[config.mk]
export PLATFORM = sky130hd
export DESIGN_NAME = dino_motion_flat
export DESIGN_NICKNAME = d
export VERILOG_FILES = /design/src/rtl/dino_motion_if.sv /design/src/rtl/dino_motion.sv /design/src/flat_wrapper.sv
export SDC_FILE = /design/constraint.sdc
export NUM_CORES = 1
export LEC_CHECK = 0
export BUFFER_PORTS_ARGS = -buffer_cell sky130_fd_sc_hd__buf_2
export CORE_ASPECT_RATIO = 0.5
export CORE_MARGIN = 5
export CORE_UTILIZATION = 54
export DETAILED_ROUTE_END_ITERATION = 7
export PLACE_DENSITY = 0.86
export REMOVE_ABC_BUFFERS = 1
export SLEW_MARGIN = 40
export SYNTH_ARGS = -nofsm -noshare
export SYNTH_HDL_FRONTEND = slang
export SYNTH_SLANG_ARGS = --single-unit
[constraint.sdc]
create_clock -name clk -period 4.4 [get_ports clk]
set_input_delay 0.22 -clock clk [delete_from_list [all_inputs] [get_ports clk]]
set_output_delay 0.22 -clock clk [all_outputs]
set_load 0.005 [all_outputs]
[src/rtl/dino_motion_if.sv]
// Frame-rate control inputs and sprite position outputs shared by the
// dino motion controller and its driver.
interface dino_motion_if;
    logic        frame_tick;
    logic        up;
    logic        down;
    logic        halt;
    logic [31:0] dino_x;
    logic [31:0] dino_y;
    logic        airborne;
    logic        ducking;
    logic        landed;

    modport master (
        output frame_tick, up, down, halt,
        input  dino_x, dino_y, airborne, ducking, landed
    );

    modport slave (
        input  frame_tick, up, down, halt,
        output dino_x, dino_y, airborne, ducking, landed
    );
endinterface

[src/rtl/dino_motion.sv]
// Per-frame dino jump/duck state machine with integer gravity. It advances
// once per renderer end-of-frame strobe and drives the sprite coordinates.
module dino_motion #(
    parameter int DINO_X   = 80,
    parameter int GROUND_Y = 275,
    parameter int JUMP_V   = 12,
    parameter int GRAVITY  = 1,
    parameter int MAX_FALL = 12
) (
    input  logic         clk,
    input  logic         reset,
    dino_motion_if.slave bus
);
    typedef enum logic [1:0] {GROUND, DUCK, ASCEND, DESCEND} state_e;

    localparam logic [9:0] GROUND_Y_L = 10'(GROUND_Y);
    localparam logic [7:0] JUMP_V_L   = 8'(JUMP_V);
    localparam logic [7:0] GRAV_L     = 8'(GRAVITY);
    localparam logic [7:0] MAX_FALL_L = 8'(MAX_FALL);

    logic [1:0]  up_sync_q, down_sync_q;
    logic        up_prev_q, tick_q;
    logic        jump_pending_q, jump_pending_d;
    state_e      state_q;
    logic [9:0]  y_q;
    logic [7:0]  vel_q;
    logic        landed_q;

    logic        up_s, down_s, up_rise, upd;
    logic [7:0]  g_eff;
    logic [9:0]  asc_y;
    logic [8:0]  fall_sum;
    logic [7:0]  fall_v;
    logic [10:0] fall_y;

    assign up_s    = up_sync_q[1];
    assign down_s  = down_sync_q[1];
    assign up_rise = up_s & ~up_prev_q;
    assign upd     = bus.frame_tick & ~tick_q;

    // A press landing on the update clk survives to the next update.
    assign jump_pending_d = up_rise ? 1'b1 : (upd ? 1'b0 : jump_pending_q);

    always_ff @(posedge clk or posedge reset) begin
        if (reset) begin
            up_sync_q      <= '0;
            down_sync_q    <= '0;
            up_prev_q      <= 1'b0;
            tick_q         <= 1'b0;
            jump_pending_q <= 1'b0;
        end else begin
            up_sync_q      <= {up_sync_q[0], bus.up};
            down_sync_q    <= {down_sync_q[0], bus.down};
            up_prev_q      <= up_s;
            tick_q         <= bus.frame_tick;
            jump_pending_q <= jump_pending_d;
        end
    end

    assign g_eff    = down_s ? (GRAV_L << 1) : GRAV_L;
    assign asc_y    = (y_q > {2'b0, vel_q}) ? (y_q - {2'b0, vel_q}) : '0;
    assign fall_sum = {1'b0, vel_q} + {1'b0, g_eff};
    assign fall_v   = (fall_sum > {1'b0, MAX_FALL_L}) ? MAX_FALL_L : fall_sum[7:0];
    assign fall_y   = {1'b0, y_q} + {3'b0, fall_v};

    always_ff @(posedge clk or posedge reset) begin
        if (reset) begin
            state_q  <= GROUND;
            y_q      <= GROUND_Y_L;
            vel_q    <= '0;
            landed_q <= 1'b0;
        end else begin
            landed_q <= 1'b0;
            if (upd && !bus.halt) begin
                case (state_q)
                    GROUND: begin
                        if (jump_pending_q) begin
                            state_q <= ASCEND;
                            vel_q   <= JUMP_V_L;
                        end else if (down_s) begin
                            state_q <= DUCK;
                        end
                    end
                    DUCK: begin
                        if (jump_pending_q) begin
                            state_q <= ASCEND;
                            vel_q   <= JUMP_V_L;
                        end else if (!down_s) begin
                            state_q <= GROUND;
                        end
                    end
                    ASCEND: begin
                        y_q <= asc_y;
                        if (vel_q <= g_eff) begin
                            state_q <= DESCEND;
                            vel_q   <= '0;
                        end else begin
                            vel_q <= vel_q - g_eff;
                        end
                    end
                    DESCEND: begin
                        if (fall_y >= {1'b0, GROUND_Y_L}) begin
                            state_q  <= GROUND;
                            y_q      <= GROUND_Y_L;
                            vel_q    <= '0;
                            landed_q <= 1'b1;
                        end else begin
                            y_q   <= fall_y[9:0];
                            vel_q <= fall_v;
                        end
                    end
                    default: state_q <= GROUND;
                endcase
            end
        end
    end

    assign bus.dino_x   = 32'(DINO_X);
    assign bus.dino_y   = {22'b0, y_q};
    assign bus.airborne = (state_q == ASCEND) || (state_q == DESCEND);
    assign bus.ducking  = (state_q == DUCK);
    assign bus.landed   = landed_q;
endmodule

[src/flat_wrapper.sv]
// flat-port wrapper written by rule: the top's interface ports become plain ports
module dino_motion_flat 
#(
    parameter int DINO_X   = 80,
    parameter int GROUND_Y = 275,
    parameter int JUMP_V   = 12,
    parameter int GRAVITY  = 1,
    parameter int MAX_FALL = 12
)
  (clk, reset, bus_frame_tick, bus_up, bus_down, bus_halt, bus_dino_x, bus_dino_y, bus_airborne, bus_ducking, bus_landed);
  dino_motion_if bus_i ();
  input  logic clk;
  input  logic reset;
  input wire logic [$bits(bus_i.frame_tick)-1:0] bus_frame_tick;
  input wire logic [$bits(bus_i.up)-1:0] bus_up;
  input wire logic [$bits(bus_i.down)-1:0] bus_down;
  input wire logic [$bits(bus_i.halt)-1:0] bus_halt;
  output wire logic [$bits(bus_i.dino_x)-1:0] bus_dino_x;
  output wire logic [$bits(bus_i.dino_y)-1:0] bus_dino_y;
  output wire logic [$bits(bus_i.airborne)-1:0] bus_airborne;
  output wire logic [$bits(bus_i.ducking)-1:0] bus_ducking;
  output wire logic [$bits(bus_i.landed)-1:0] bus_landed;
  assign bus_i.frame_tick = bus_frame_tick;
  assign bus_i.up = bus_up;
  assign bus_i.down = bus_down;
  assign bus_i.halt = bus_halt;
  assign bus_dino_x = bus_i.dino_x;
  assign bus_dino_y = bus_i.dino_y;
  assign bus_airborne = bus_i.airborne;
  assign bus_ducking = bus_i.ducking;
  assign bus_landed = bus_i.landed;
  dino_motion #(.DINO_X(DINO_X), .GROUND_Y(GROUND_Y), .JUMP_V(JUMP_V), .GRAVITY(GRAVITY), .MAX_FALL(MAX_FALL)) u_core (.clk(clk), .reset(reset), .bus(bus_i));
endmodule
==> summary.txt, run 1 <==
Outcome
  – Status: finished clean

Routing
  – Wire per inst: 15.9 um
  – Drt drc: 0
  – Routed wl met2: 3210 um
  – Top Metal Used: met4
  – Vias per cell: 5.75
  – Final WL: 6620 um
  – Met3 routed WL: 624 um
  – DR pass1 iterations: 5
  – Vias: 2397
  – Initial DRC Count: 180
  – WL met1: 2600 um
  – Detail Route Antenna Nets: 0

Final layout
  – Fillers: 404
  – Final Net Count: 378
  – Most frequent cells in the layout: conb_1 (58), o21ai_0 (26), inv_1 (24), dfrtp_1 (24), ha_1 (19)
  – Finished Layout Cells: 417
  – Share of layout cells above drive strength 1: 14.7%
  – Register Area: 706 um^2
  – Multi-input logic area: 1800 um^2
  – Most common cell after layout, fill and taps aside: conb_1
  – Area grow syn2layout: 1.93%
  – Diodes inserted: 0
  – Final instance area: 2840 um^2

Clocking
  – Hold Buf Count CTS: 0
  – Clock buffer count from CTS: 3
  – Post-CTS Setup Bufs: 0
  – Clock Path Buffers: 2
  – Worst-Skew Late Latency: 280 ps
  – Root Buffer: clkbuf_8
  – Reg clk slew, reported paths: 100 ps
  – Sink Count: 28
  – H-tree lvl count: 1
  – CTS tree: done

Floorplan
  – Full die area: 6780 um^2
  – Starting Density: 56.2%
  – Core area: 4950 um^2
  – Ports: 73
  – Row count: 18
  – Die Wd: 112 um
  – Die Span Y: 60.8 um

STA
  – Setup Viol. Count Final: 0
  – Min Hold Slack: 11.4 ps
  – RSZ-0062 raised after global routing: true
  – Fin. Hold Viols: 0
  – Tightest Pin Transition: 647 ps
  – Setup ws final: 165 ps
  – Max-slew headroom: 56.8%
  – Setup TNS: 0 ps
  – Slew Viols, Final: 0
  – Fraction of the cycle the final worst path needs: 96.2%
  – Max Clk Rate: 236 MHz
  – Final clock skew: 3.64 ps
  – Tmin final: 4230 ps

Placed design
  – Dpl hpwl: 5190 um
  – Placed cells: 413
  – I/O Buffers: 18
  – Placed Area: 2750 um^2
  – Gpl congestion: 0.945
  – Pre-CTS WS: -15.4 ps

Critical path
  – Slowest-stage cell, CP: or4b_4
  – Crit path capture type: register
  – Critical Path Fanout Max: 5
  – Bufs and invs on worst path: 2
  – CP most frequent cell: o21ai_0
  – Worst stage delay on the critical path: 550 ps
  – Critical path type: reg2reg
  – Worst setup SP type: register
  – CP delay by family, top: compound AO/OA/AOI/OAI gates
  – Critical Path, Cell by Cell: inv_2 -> ha_1 -> fa_2 -> inv_1 -> nor3_1 -> o21ai_0 -> mux2_2 -> nor3_2 -> ha_2 -> fa_1 -> a21oi_1 -> o21ai_2 -> o22ai_2 -> or4b_4 -> a2111oi_4 -> a22oi_1 -> o21ai_0
  – Worst Path Arrival: 4440 ps
  – CP required: 4600 ps

Yosys
  – Mapped Cells: 330
  – Seq cells post-synth: 28
  – Syn Std Cell Area: 2790 um^2
  – Main synth FF type: dfrtp_1
  – Top cells by area, synth: dfrtp_1 (22%), buf_4 (15%), ha_1 (9.0%)
  – Syn Area/Cell: 8.44 um^2
  – YS warnings: 0
  – EDFF count, synth: 0
  – Post-synth ARST share: 100%
  – Synth unique cells: 57
  – Register area share after synthesis: 25.3%
  – Dominant cell type by area after synthesis: dfrtp_1
  – Share of Yosys cell area claimed by the top area cell type: 21.6%

Global route
  – GRT Overall Usage: 19.3%
  – Initial antenna violation count: 0
  – First-pass GRT wire length: 10600 um
  – Vias in the first global route: 2281
  – Largest net degree at the start of global routing: 29
  – Aggregate global routing overflow: 0

Power
  – Pint: 1.06 mW
  – Clock power frac: 7.6%
  – Leakage: 1.32 nW
  – Comb pwr share: 69.5%
  – Switching portion of total power: 51.3%
  – Net Sw Power: 1.11 mW
  – Seq pwr share: 22.9%
  – Pwr per Cell Area: 764 nW/um^2
  – Max VDD drop: 0.252 mV

Min path
  – Worst hold path class: in2async

Run
  – Max-cap violations: 0
## power groups by stage
stage | clock network [mW] | registers (mW) | logic, mW
2_1_floorplan | 0 | 0.453 | 1.11
3_3_place_gp | 0 | 0.486 | 1.37
3_5_place_dp | 0 | 0.492 | 1.42
4_1_cts | 0.169 | 0.488 | 1.44
5_1_grt | 0.179 | 0.509 | 1.66
6_report | 0.166 | 0.497 | 1.51
## logic make-up after synthesis
family                   share of synthesized area [%]
AO/OA/AOI/OAI                                     23.8
buffers and inverters                             19.4
AND/OR/NAND/NOR                                   14.6
flip-flops                                        25.3
adder cells (fa/ha/maj)                           11.9
XOR/XNOR                                          4.40
other                                            0.270
multiplexers                                     0.404
## synthesized netlist by cell type (all sizes together), types with 3 or more instances
cell type,count
o21bai,3
a21o,6
nand2b,5
nor3,10
o21ai,28
a21oi,19
ha,20
a22oi,7
nand3,8
inv,26
nand2,15
and2,5
fa,4
nor2,17
dfstp,4
a31oi,4
xnor2,12
buf,57
nand4,5
a211oi,5
o21a,4
dfrtp,24
clkbuf,5
## layout make-up
cell class	count	share of cell area, %
multi-input combinational	270	63.3
sequential	28	24.8
timing repair buffer	19	3.44
inverter	26	3.44
tap	70	3.08
clock buffer	4	1.94
## per-stage QoR
step,total power [mW],utilization (%)
after global routing,2.34,57.3
after global placement,1.85,55.3
final,2.17,57.3
after floorplan,1.56,-
after CTS,2.10,56.7
after detailed placement,1.91,55.5
## per-layer routing
layer  track usage, %  vias to the layer above
met2             36.4                      150
met3             3.09                       21
li1                 -                     1091
met4             8.84                        0
met1             22.6                     1135
met5                0                        -
## worst paths after layout
check                                           start                  end  slack [ps]  cells past startpoint
worst min register to register    u_core.up_sync_q[0]  u_core.up_sync_q[1]         360                      0
min in group clk                               bus_up  u_core.up_sync_q[0]          40                      1
worst max register to register  u_core.down_sync_q[1]        u_core.y_q[6]         170                     17
worst min-delay path                            reset      u_core.vel_q[7]          10                      2
max in group asynchronous                       reset        u_core.y_q[3]        3980                      2
worst max-delay path            u_core.down_sync_q[1]        u_core.y_q[6]         170                     17
## flip-flops by register name (all words and copies together), names as in the netlist
register,cells
u_core.up_sync_q,2
u_core.state_q,2
u_core.y_q,10
u_core.jump_pending_q,1
u_core.vel_q,8
u_core.down_sync_q,2
u_core.tick_q,1
u_core.bus.landed,1
u_core.up_prev_q,1
## what timing repair did
item,CTS,global route
pin swaps,0,1
setup endpoints to repair,2,16
gates resized for setup,1,9
(Power assumes the default switching activity.)
==> run 2: changes to the inputs <==
--- a/config.mk
+++ b/config.mk
@@ -9,7 +9,8 @@
 export CORE_ASPECT_RATIO = 0.5
 export CORE_MARGIN = 5
-export CORE_UTILIZATION = 54
+export CORE_UTILIZATION = 55
+export CTS_BUF_LIST = sky130_fd_sc_hd__clkbuf_2 sky130_fd_sc_hd__clkbuf_4 sky130_fd_sc_hd__clkbuf_8
 export DETAILED_ROUTE_END_ITERATION = 7
-export PLACE_DENSITY = 0.86
+export PLACE_DENSITY = 0.88
 export REMOVE_ABC_BUFFERS = 1
 export SLEW_MARGIN = 40
==> constraint.sdc (replaced) <==
create_clock -name clk -period 4.4 [get_ports clk]
set_input_delay 0.44 -clock clk [delete_from_list [all_inputs] [get_ports clk]]
set_output_delay 0.44 -clock clk [all_outputs]
set_load 0.005 [all_outputs]
==> run 2 against run 1 <==
  * Final cell count grew 0.24%
  * Largest power group unchanged
  * Sequential power down 2%
  * Clock-buffer cell count did not move
  * Hold slack gained 210 ps
  * Critical endpoint is now u_core.y_q[5]
  * Core utilization increased by 0.22 points
  * Highest routed layer unchanged
==> summary.txt, run 2 (same netlist as run 1, synthesis figures left out) <==
Clocking
  – Hold Buf Count CTS: 0 (unchanged)
  – H-tree lvl count: 1 (unchanged)
  – Clock buffer count from CTS: 3 (unchanged)
  – Worst-Skew Late Latency: 280 ps (about the same)
  – Root Buffer: clkbuf_8 (unchanged)
  – Sink Count: 28 (unchanged)
  – CTS tree: done (unchanged)
  – Clock Path Buffers: 2 (unchanged)
  – Reg clk slew, reported paths: 100 ps (about the same)

Critical path
  – RR Endpoint: u_core.y_q[5] (was u_core.y_q[6])
  – Critical Path, Cell by Cell: inv_2 -> ha_1 -> fa_2 -> nor3_1 -> o21ai_0 -> mux2_2 -> nor2_2 -> nand2_1 -> ha_1 -> a21oi_1 -> o21ai_1 -> o22ai_1 -> or4b_4 -> a2111oi_4 -> a22oi_1 -> o21ai_0 (was inv_2 -> ha_1 -> fa_2 -> inv_1 -> nor3_1 -> o21ai_0 -> mux2_2 -> nor3_2 -> ha_2 -> fa_1 -> a21oi_1 -> o21ai_2 -> o22ai_2 -> or4b_4 -> a2111oi_4 -> a22oi_1 -> o21ai_0)
  – Critical path type: reg2reg (unchanged)
  – Worst setup SP type: register (unchanged)
  – Bufs and invs on worst path: 1 (was 2)
  – Crit path capture type: register (unchanged)
  – CP required: 4600 ps (about the same)
  – Slowest-stage cell, CP: or4b_4 (unchanged)
  – Worst Path Arrival: 4330 ps (was 4440 ps)
  – Worst R2R Start: u_core.down_sync_q[1] (unchanged)
  – Reg2reg path depth: 16 (was 17)
  – CP delay by family, top: compound AO/OA/AOI/OAI gates (unchanged)
  – Critical Path Fanout Max: 5 (unchanged)
  – R2R setup slack: 270 ps (was 170 ps)
  – Worst stage delay on the critical path: 550 ps (about the same)

Final layout
  – Max reg flops: 10 (unchanged)
  – Final instance area: 2830 um^2 (was 2840 um^2)
  – Share of layout cells above drive strength 1: 14.1% (was 14.7%)
  – Final Net Count: 379 (was 378)
  – Area grow syn2layout: 1.39% (was 1.93%)
  – Most common cell after layout, fill and taps aside: conb_1 (unchanged)
  – Most frequent cells in the layout: conb_1 (58), o21ai_0 (25), inv_1 (24), dfrtp_1 (24) (was conb_1 (58), o21ai_0 (26), inv_1 (24), dfrtp_1 (24), ha_1 (19))
  – Fillers: 431 (was 404)
  – Biggest register: u_core.y_q (unchanged)
  – Diodes inserted: 0 (unchanged)
  – Largest registers: u_core.y_q (10), u_core.vel_q (8) (unchanged)

Placed design
  – I/O Buffers: 18 (unchanged)
  – Placed Area: 2740 um^2 (was 2750 um^2)
  – Dpl hpwl: 4740 um (was 5190 um)
  – Gpl congestion: 0.905 (was 0.945)

Power
  – Max VDD drop: 0.265 mV (was 0.252 mV)
  – Pwr per Cell Area: 753 nW/um^2 (was 764 nW/um^2)
  – Leakage: 1.31 nW (was 1.32 nW)

Routing
  – Detail Route Antenna Nets: 0 (unchanged)
  – Drt drc: 0 (unchanged)
  – Final WL: 6200 um (was 6620 um)
  – DR pass1 iterations: 5 (unchanged)
  – Wire per inst: 14.8 um (was 15.9 um)
  – Initial DRC Count: 195 (was 180)
  – Vias: 2338 (was 2397)
  – Vias per cell: 5.59 (was 5.75)

STA
  – Min Hold Slack: 217 ps (was 11.4 ps)
  – Setup Viol. Count Final: 0 (unchanged)
  – Final clock skew: 5.49 ps (was 3.64 ps)
  – Fin. Hold Viols: 0 (unchanged)
  – Tightest Pin Transition: 604 ps (was 647 ps)
  – Max Clk Rate: 242 MHz (was 236 MHz)
  – Slew Viols, Final: 0 (unchanged)
  – Tmin final: 4130 ps (was 4230 ps)
  – Max-slew headroom: 59.4% (was 56.8%)
  – Fraction of the cycle the final worst path needs: 94.0% (was 96.2%)

Global route
  – Initial antenna violation count: 0 (unchanged)
  – Vias in the first global route: 2093 (was 2281)
  – GRT Overall Usage: 17.6% (was 19.3%)
  – Aggregate global routing overflow: 0 (unchanged)
  – First-pass GRT wire length: 9690 um (was 10600 um)
  – Largest net degree at the start of global routing: 29 (unchanged)

Floorplan
  – Full die area: 6680 um^2 (was 6780 um^2)
  – Core area: 4910 um^2 (was 4950 um^2)
  – Row count: 18 (unchanged)
  – Ports: 73 (unchanged)
  – Starting Density: 56.8% (was 56.2%)
  – Die Wd: 111 um (was 112 um)
  – Die Span Y: 60.3 um (was 60.8 um)

Outcome
  – Status: finished clean (unchanged)

Run
  – Max-cap violations: 0 (unchanged)

Min path
  – Worst hold path class: in2async (unchanged)
==> run 2: worst register-to-register path, stage by stage (launching register included) <==
cell	delay [ps]
dfrtp_1	400
inv_2	90
ha_1	220
fa_2	410
nor3_1	190
o21ai_0	90
mux2_2	290
nor2_2	180
nand2_1	120
ha_1	380
a21oi_1	110
o21ai_1	190
o22ai_1	180
or4b_4	550
a2111oi_4	400
a22oi_1	110
o21ai_0	120
==> run 2: layout make-up <==
type	instances	area (um^2)	area share, %
clock buffers	4	48.8	1.73
inverters	26	97.6	3.45
multi-input cells	270	1780	63.0
flip-flops and latches	28	706	25.0
well taps	70	87.6	3.10
repair buffers	20	105	3.72
==> run 2: per-layer routing <==
layer / GRT usage (%) / share of wire [%]
met5: 0 / 0
met4: 5.79 / 2.1
met3: 4.08 / 12
met2: 29.7 / 43
met1: 23.2 / 43
==> run 2: how the worst max path moves through the flow <==
| stage | from | to | cells after the start |
|---|---|---|---|
| 6_report | u_core.down_sync_q[1] | u_core.y_q[5] | 16 |
| 5_1_grt | u_core.down_sync_q[1] | u_core.y_q[5] | 17 |
| 4_1_cts | u_core.down_sync_q[1] | u_core.y_q[5] | 16 |
| 3_5_place_dp | u_core.down_sync_q[1] | u_core.y_q[5] | 16 |
| 3_3_place_gp | u_core.down_sync_q[1] | u_core.vel_q[1] | 17 |
| 2_1_floorplan | u_core.down_sync_q[1] | u_core.y_q[5] | 16 |
==> run 2: through the flow <==
| step | instances | power, mW | worst slack, ps | util (%) | TNS, ps |
|---|---|---|---|---|---|
| global route | 418 | 2.30 | -11.9 | 57.5 | -11.9 |
| finish | 418 | 2.13 | 265 | 57.5 | 0 |
| floorplan | 324 | 1.56 | 575 | - | 0 |
| CTS | 417 | 2.05 | 35.1 | 56.8 | 0 |
| detailed placement | 413 | 1.88 | 73.9 | 55.8 | 0 |
| global placement | 413 | 1.86 | 216 | 55.8 | 0 |
==> run 2: report_power, final <==
part           internal [mW]  switching [mW]
Clock                 0.0713          0.0832
Combinational          0.626           0.858
Sequential             0.344           0.144
==> run 2: repair_timing <==
item	in CTS	in global routing
gates resized for setup	0	9
hold endpoints to repair	0	0
setup buffers	0	1
setup endpoints to repair	0	16
